--- config.mk ---
export PLATFORM = sky130hd
export DESIGN_NAME = rom_rr_arbiter_flat
export DESIGN_NICKNAME = d
export VERILOG_FILES = /design/src/rtl/rom_rr_arbiter_pkg.sv /design/src/rtl/rom_rr_arbiter_if.sv /design/src/rtl/rom_rr_arbiter_rr_arb2.sv /design/src/rtl/rom_rr_arbiter.sv /design/src/flat_wrapper.sv
export SDC_FILE = /design/constraint.sdc
export NUM_CORES = 1
export LEC_CHECK = 0
export CORE_ASPECT_RATIO = 1.1
export CORE_MARGIN = 3
export CORE_UTILIZATION = 40
export CTS_BUF_LIST = sky130_fd_sc_hd__clkbuf_8
export DETAILED_ROUTE_END_ITERATION = 7
export PLACE_DENSITY_LB_ADDON = 0.1
export SETUP_SLACK_MARGIN = 0.5
export SYNTH_ARGS = -nofsm -noshare
export SYNTH_HDL_FRONTEND = slang
export SYNTH_HIERARCHICAL = 1
export SYNTH_SLANG_ARGS = --single-unit
--- constraint.sdc ---
create_clock -name clk -period 2.6 [get_ports clk]
set_input_delay 0.39 -clock clk [delete_from_list [all_inputs] [get_ports clk]]
set_output_delay 0.39 -clock clk [all_outputs]
set_load 0.02 [all_outputs]
--- src/rtl/rom_rr_arbiter_pkg.sv ---
// rtl/rom_rr_arbiter_pkg.sv - shared defaults and tag types for the ROM round-robin arbiter
package rom_arb_pkg;

    localparam int DEF_ADDR_W  = 3;
    localparam int DEF_DATA_W  = 16;
    localparam int DEF_ROM_LAT = 1;

    typedef logic req_id_t;

    typedef struct packed {
        logic    valid;
        req_id_t id;
    } tag_t;

    // Pointer starts as "requester 1 granted last" so requester 0 wins the first tie.
    localparam req_id_t RR_RESET_LAST = 1'b1;

endpackage

--- src/rtl/rom_rr_arbiter_if.sv ---
// rtl/rom_rr_arbiter_if.sv - one requester's read request/response port
interface rom_rr_arbiter_if
    import rom_arb_pkg::*;
#(
    parameter int ADDR_W = DEF_ADDR_W,
    parameter int DATA_W = DEF_DATA_W
);
    logic              req;
    logic [ADDR_W-1:0] addr;
    logic              ack;
    logic              rvalid;
    logic [DATA_W-1:0] rdata;

    modport master (output req, output addr, input ack, input rvalid, input rdata);
    modport slave  (input req, input addr, output ack, output rvalid, output rdata);
endinterface

--- src/rtl/rom_rr_arbiter_rr_arb2.sv ---
// rtl/rom_rr_arbiter_rr_arb2.sv - 2-way round-robin picker owning the last-grant pointer
module rr_arb2
    import rom_arb_pkg::*;
(
    input  logic       clk,
    input  logic       rst,
    input  logic [1:0] elig,
    input  logic       grant,
    output logic [1:0] win
);
    req_id_t last;

    always_comb begin
        win = 2'b00;
        case (elig)
            2'b01:   win = 2'b01;
            2'b10:   win = 2'b10;
            2'b11:   win = (last == 1'b1) ? 2'b01 : 2'b10;
            default: win = 2'b00;
        endcase
    end

    always_ff @(posedge clk or posedge rst) begin
        if (rst) begin
            last <= RR_RESET_LAST;
        end else if (grant) begin
            last <= win[1];
        end
    end
endmodule

--- src/rtl/rom_rr_arbiter.sv ---
// rtl/rom_rr_arbiter.sv - shares one registered ROM read port between two requesters
module rom_rr_arbiter
    import rom_arb_pkg::*;
#(
    parameter int ADDR_W  = DEF_ADDR_W,
    parameter int DATA_W  = DEF_DATA_W,
    parameter int ROM_LAT = DEF_ROM_LAT
) (
    input  logic                clk,
    input  logic                rst,
    input  logic                arb_en,
    rom_rr_arbiter_if.slave     cli0,
    rom_rr_arbiter_if.slave     cli1,
    output logic                rom_en,
    output logic [ADDR_W-1:0]   rom_addr,
    input  logic [DATA_W-1:0]   rom_data
);
    logic [1:0] elig;
    logic [1:0] win;
    logic       grant;
    tag_t       stage [0:ROM_LAT];
    tag_t       out_tag;

    // A requester just acked cannot win again, so one holding req alternates with the other.
    assign elig[0] = cli0.req & ~cli0.ack & arb_en;
    assign elig[1] = cli1.req & ~cli1.ack & arb_en;
    assign grant   = |win;
    assign out_tag = stage[ROM_LAT];

    rr_arb2 u_rr_arb2 (
        .clk   (clk),
        .rst   (rst),
        .elig  (elig),
        .grant (grant),
        .win   (win)
    );

    always_ff @(posedge clk or posedge rst) begin
        if (rst) begin
            rom_en      <= 1'b0;
            rom_addr    <= '0;
            cli0.ack    <= 1'b0;
            cli1.ack    <= 1'b0;
            cli0.rvalid <= 1'b0;
            cli1.rvalid <= 1'b0;
            cli0.rdata  <= '0;
            cli1.rdata  <= '0;
            for (int i = 0; i <= ROM_LAT; i++) begin
                stage[i] <= '0;
            end
        end else begin
            rom_en   <= grant;
            cli0.ack <= win[0];
            cli1.ack <= win[1];
            if (win[0]) begin
                rom_addr <= cli0.addr;
            end else if (win[1]) begin
                rom_addr <= cli1.addr;
            end

            stage[0].valid <= grant;
            stage[0].id    <= win[1];
            for (int i = 1; i <= ROM_LAT; i++) begin
                stage[i] <= stage[i-1];
            end

            // rom_data is only trusted when a live tag reaches the output stage.
            cli0.rvalid <= out_tag.valid & (out_tag.id == 1'b0);
            cli1.rvalid <= out_tag.valid & (out_tag.id == 1'b1);
            if (out_tag.valid && out_tag.id == 1'b0) begin
                cli0.rdata <= rom_data;
            end
            if (out_tag.valid && out_tag.id == 1'b1) begin
                cli1.rdata <= rom_data;
            end
        end
    end
endmodule

--- src/flat_wrapper.sv ---
// flat-port wrapper written by rule: the top's interface ports become plain ports
module rom_rr_arbiter_flat import rom_arb_pkg::*;
#(
    parameter int ADDR_W  = DEF_ADDR_W,
    parameter int DATA_W  = DEF_DATA_W,
    parameter int ROM_LAT = DEF_ROM_LAT
)
  (clk, rst, arb_en, rom_en, rom_addr, rom_data, cli0_req, cli0_addr, cli0_ack, cli0_rvalid, cli0_rdata, cli1_req, cli1_addr, cli1_ack, cli1_rvalid, cli1_rdata);
  rom_rr_arbiter_if #(.ADDR_W(ADDR_W), .DATA_W(DATA_W)) cli0_i ();
  rom_rr_arbiter_if #(.ADDR_W(ADDR_W), .DATA_W(DATA_W)) cli1_i ();
  input  logic clk;
  input  logic rst;
  input  logic arb_en;
  output logic rom_en;
  output logic [ADDR_W-1:0] rom_addr;
  input  logic [DATA_W-1:0] rom_data;
  input wire logic [$bits(cli0_i.req)-1:0] cli0_req;
  input wire logic [$bits(cli0_i.addr)-1:0] cli0_addr;
  output wire logic [$bits(cli0_i.ack)-1:0] cli0_ack;
  output wire logic [$bits(cli0_i.rvalid)-1:0] cli0_rvalid;
  output wire logic [$bits(cli0_i.rdata)-1:0] cli0_rdata;
  input wire logic [$bits(cli1_i.req)-1:0] cli1_req;
  input wire logic [$bits(cli1_i.addr)-1:0] cli1_addr;
  output wire logic [$bits(cli1_i.ack)-1:0] cli1_ack;
  output wire logic [$bits(cli1_i.rvalid)-1:0] cli1_rvalid;
  output wire logic [$bits(cli1_i.rdata)-1:0] cli1_rdata;
  assign cli0_i.req = cli0_req;
  assign cli0_i.addr = cli0_addr;
  assign cli0_ack = cli0_i.ack;
  assign cli0_rvalid = cli0_i.rvalid;
  assign cli0_rdata = cli0_i.rdata;
  assign cli1_i.req = cli1_req;
  assign cli1_i.addr = cli1_addr;
  assign cli1_ack = cli1_i.ack;
  assign cli1_rvalid = cli1_i.rvalid;
  assign cli1_rdata = cli1_i.rdata;
  rom_rr_arbiter #(.ADDR_W(ADDR_W), .DATA_W(DATA_W), .ROM_LAT(ROM_LAT)) u_core (.clk(clk), .rst(rst), .arb_en(arb_en), .cli0(cli0_i), .cli1(cli1_i), .rom_en(rom_en), .rom_addr(rom_addr), .rom_data(rom_data));
endmodule
==> flow_summary_export.csv <==
group,metric,value,unit
synth,synthMostInstantiatedCell,"dfrtp_1",
power,p_leak,1.09,nW
setup_path,crit_required,2.77,ns
run_status,status,"finished, final reports clean",
clock_tree,cts_buffers,5,
clock_tree,clock-root-buffer,"clkbuf_8",
flow_run,max_cap_viol_count,0,
sta,fmax,585,MHz
setup_path,path_depth,2,
setup_path,worstRegToRegCells,2,
setup_path,reg2reg_to,"u_core/cli0.rdata[13]",
synth,synth-main-ff-cell,"dfrtp_1",
placed_design,hpwlAfterDp,2460,µm
synth,synth_top_area_cell,"dfrtp_1",
sta,finalSetupViolCount,0,
detailed_routing,drc,0,
global_route,grt_overflow_total,0,
layout,fin_nets,200,
detailed_routing,drt_first_pass_iters,4,
setup_path,cp_num_buf_inv,0,
clock_tree,clk_latency,0.29,ns
layout,antenna_cells,0,
synth,synthTopCellsByCount,"42 x dfrtp_1, 23 x mux2_2, 10 x mux2_4",
placed_design,dpl_worst_slack,0.609,ns
placed_design,place.gp.congestion,0.671,
sta,worst_pin_slew,1.06,ns
sta,rsz0062_at_grt,"no",
synth,synth_edf_count,0,
setup_path,cp_slowest_cell,"nand2b_1",
sta,fin_crit,1.71,ns
synth,ys_top_cells_by_area,"dfrtp_1 64%, mux2_2 16%, mux2_4 9.1%",
sta,drv_slew,0,
setup_path,worst_path_largest_cell_delay,0.82,ns
die,die-area,0.00494,mm²
setup_path,cp_top_family,"simple AND/OR/NAND/NOR gates",
clock_tree,cts.path.max_buffers,2,
global_route,grt_pass1_wl,5620,µm
synth,syn_area,0.00165,mm²
global_route,grt.total_usage,15.5,%
setup_path,crit_path_end,"u_core/cli0.rdata[13]",
detailed_routing,wl,3420,µm
sta,finalWorstSetupSlack,0.891,ns
synth,synth_cell_types,18,
sta,hold_violations,0,
clock_tree,ctsHoldBuffers,0,
detailed_routing,ant_nets,0,
setup_path,crit_path_start_kind,"register",
die,rows,23,
die,initial_core_util,43.5,%
setup_path,worst-path-max-fanout,17,
layout,layout-drive-gt1-share,26.4,%
layout,area_growth,48.6,%
die,core-area,0.00380,mm²
global_route,grt_max_degree,43,
clock_tree,clk_pin_slew,0.07,ns
sta,fin_crit_sh,65.7,%
synth,syn-instance-count,101,
setup_path,worstSetupPathType,"register to register",
power,ir_worst_vdd,0.483,mV
setup_path,rrSetupSlack,0.89,ns
synth,synth_top_area_share,63.6,%
sta,fin_tns_setup,0,ns
synth,async_reset_ff_share,100,%
global_route,antenna_found_initial,0,
die,die_w,67.3,µm
detailed_routing,drtIter0Drc,32,
global_route,grt_pass1_vias,1180,
die,fp.dieH,73.4,µm
detailed_routing,via_per_inst,4.74,
clock_tree,cts_resized,0,
setup_path,crit_arrival,1.88,ns
setup_path,rr_startpoint,"u_core/out_tag[0]",
power,power,2.11,mW
clock_tree,cts.sinks,43,
sta,skew,0.00543,ns
power,power.density,860,mW/mm²
setup_path,end_kind,"register",
synth,syn_area_per_cell,16.4,µm²
synth,ys_seq_elements,43,
clock_tree,htreeDepth,2,
detailed_routing,post_drt_wl_per_cell,15.3,µm
setup_path,crit_path_start,"u_core/out_tag[0]",
synth,ys.warnings.count,6,
setup_path,path_cells,"nand2b_1, mux2_2",
synth,seq_area_frac_synth,65.2,%
placed_design,port_buffers,66,
die,ioPinCount,67,
clock_tree,cts_tree,"yes",
clock_tree,postCtsSetupBuffers,0,
synth,synth_fp_nets,128,
sta,maxSlewHeadroom,29.7,%
hold_path,hp-class,"register to register",
detailed_routing,vias,1061,
-- metrics by stage --
stage               hold slack, ns  utilization [%]  instances  instance area [µm²]
floorplan                    0.280                -        101                 1650
global placement             0.378             62.0        216                 2350
detailed placement           0.382             62.0        216                 2350
CTS                          0.401             64.6        224                 2450
global route                 0.420             64.6        224                 2450
finish                       0.396             64.6        224                 2450
-- worst min-delay path by stage --
stage | startpoint | cells after the start | endpoint
2_1_floorplan | rst | 1 | u_core/u_rr_arb2/last
3_3_place_gp | u_core/stage[3] | 0 | u_core/out_tag[1]
3_5_place_dp | u_core/stage[3] | 0 | u_core/out_tag[1]
4_1_cts | u_core/stage[3] | 0 | u_core/out_tag[1]
5_1_grt | u_core/stage[3] | 0 | u_core/out_tag[1]
6_report | u_core/stage[3] | 0 | u_core/out_tag[1]
-- cell families (layout without fill, tap and decap cells) --
group / after synthesis / in the layout / synth area share, %
compound gates: 5 / 5 / 2.05
buf+inv: 8 / 81 / 3.33
mux: 36 / 36 / 26.6
flops: 43 / 43 / 65.2
simple gates: 9 / 9 / 2.80
-- worst register-to-register path: stages, from the launching register on --
cell      delay, ns
dfrtp_1        0.35
nand2b_1       0.82
mux2_2         0.42
-- per-layer routing --
layer  global-route usage (%)  up-vias  share of wire, %
li1                         -      483                 -
met1                     17.1      529                37
met2                     26.6       43                52
met3                     5.50        6               8.7
met4                     6.98        0               1.4
met5                        0        -                 0
-- area by class of cell --
cell class                      instances  area, µm²
Clock buffer                            7       96.3
Clock inverter                          1       3.75
Fill cell                             316       1350
Inverter                                5       18.8
Multi-Input combinational cell         50        519
Sequential cell                        43       1080
Tap cell                               50       62.6
Timing Repair Buffer                   68        676
-- cells in the final DEF (no fill, tap or decap) --
cell	n
clkbuf_8	7
or2_2	1
a21boi_0	1
nand2_1	4
o21ai_0	3
nand2_2	1
dfstp_2	1
mux2i_1	3
nor2_1	1
a21boi_2	1
mux2_2	23
dfrtp_1	42
buf_4	2
and3b_1	1
clkdlybuf4s50_1	66
inv_1	6
nand2b_1	1
mux2_4	10
-- report_power, final --
part | internal [mW] | switching, mW
Sequential | 0.824 | 0.0808
Clock | 0.238 | 0.206
Combinational | 0.424 | 0.338
-- registers in the layout (all words and copies together), names as in the netlist --
signal                 flops
u_core/cli0.rdata         16
u_core/cli0.rvalid         1
u_core/stage               2
u_core/cli1.rdata         16
u_core/rom_addr            3
u_core/cli0.ack            1
u_core/u_rr_arb2/last      1
u_core/cli1.rvalid         1
u_core/out_tag             2
Note: power is estimated with default switching activity, not from simulation.
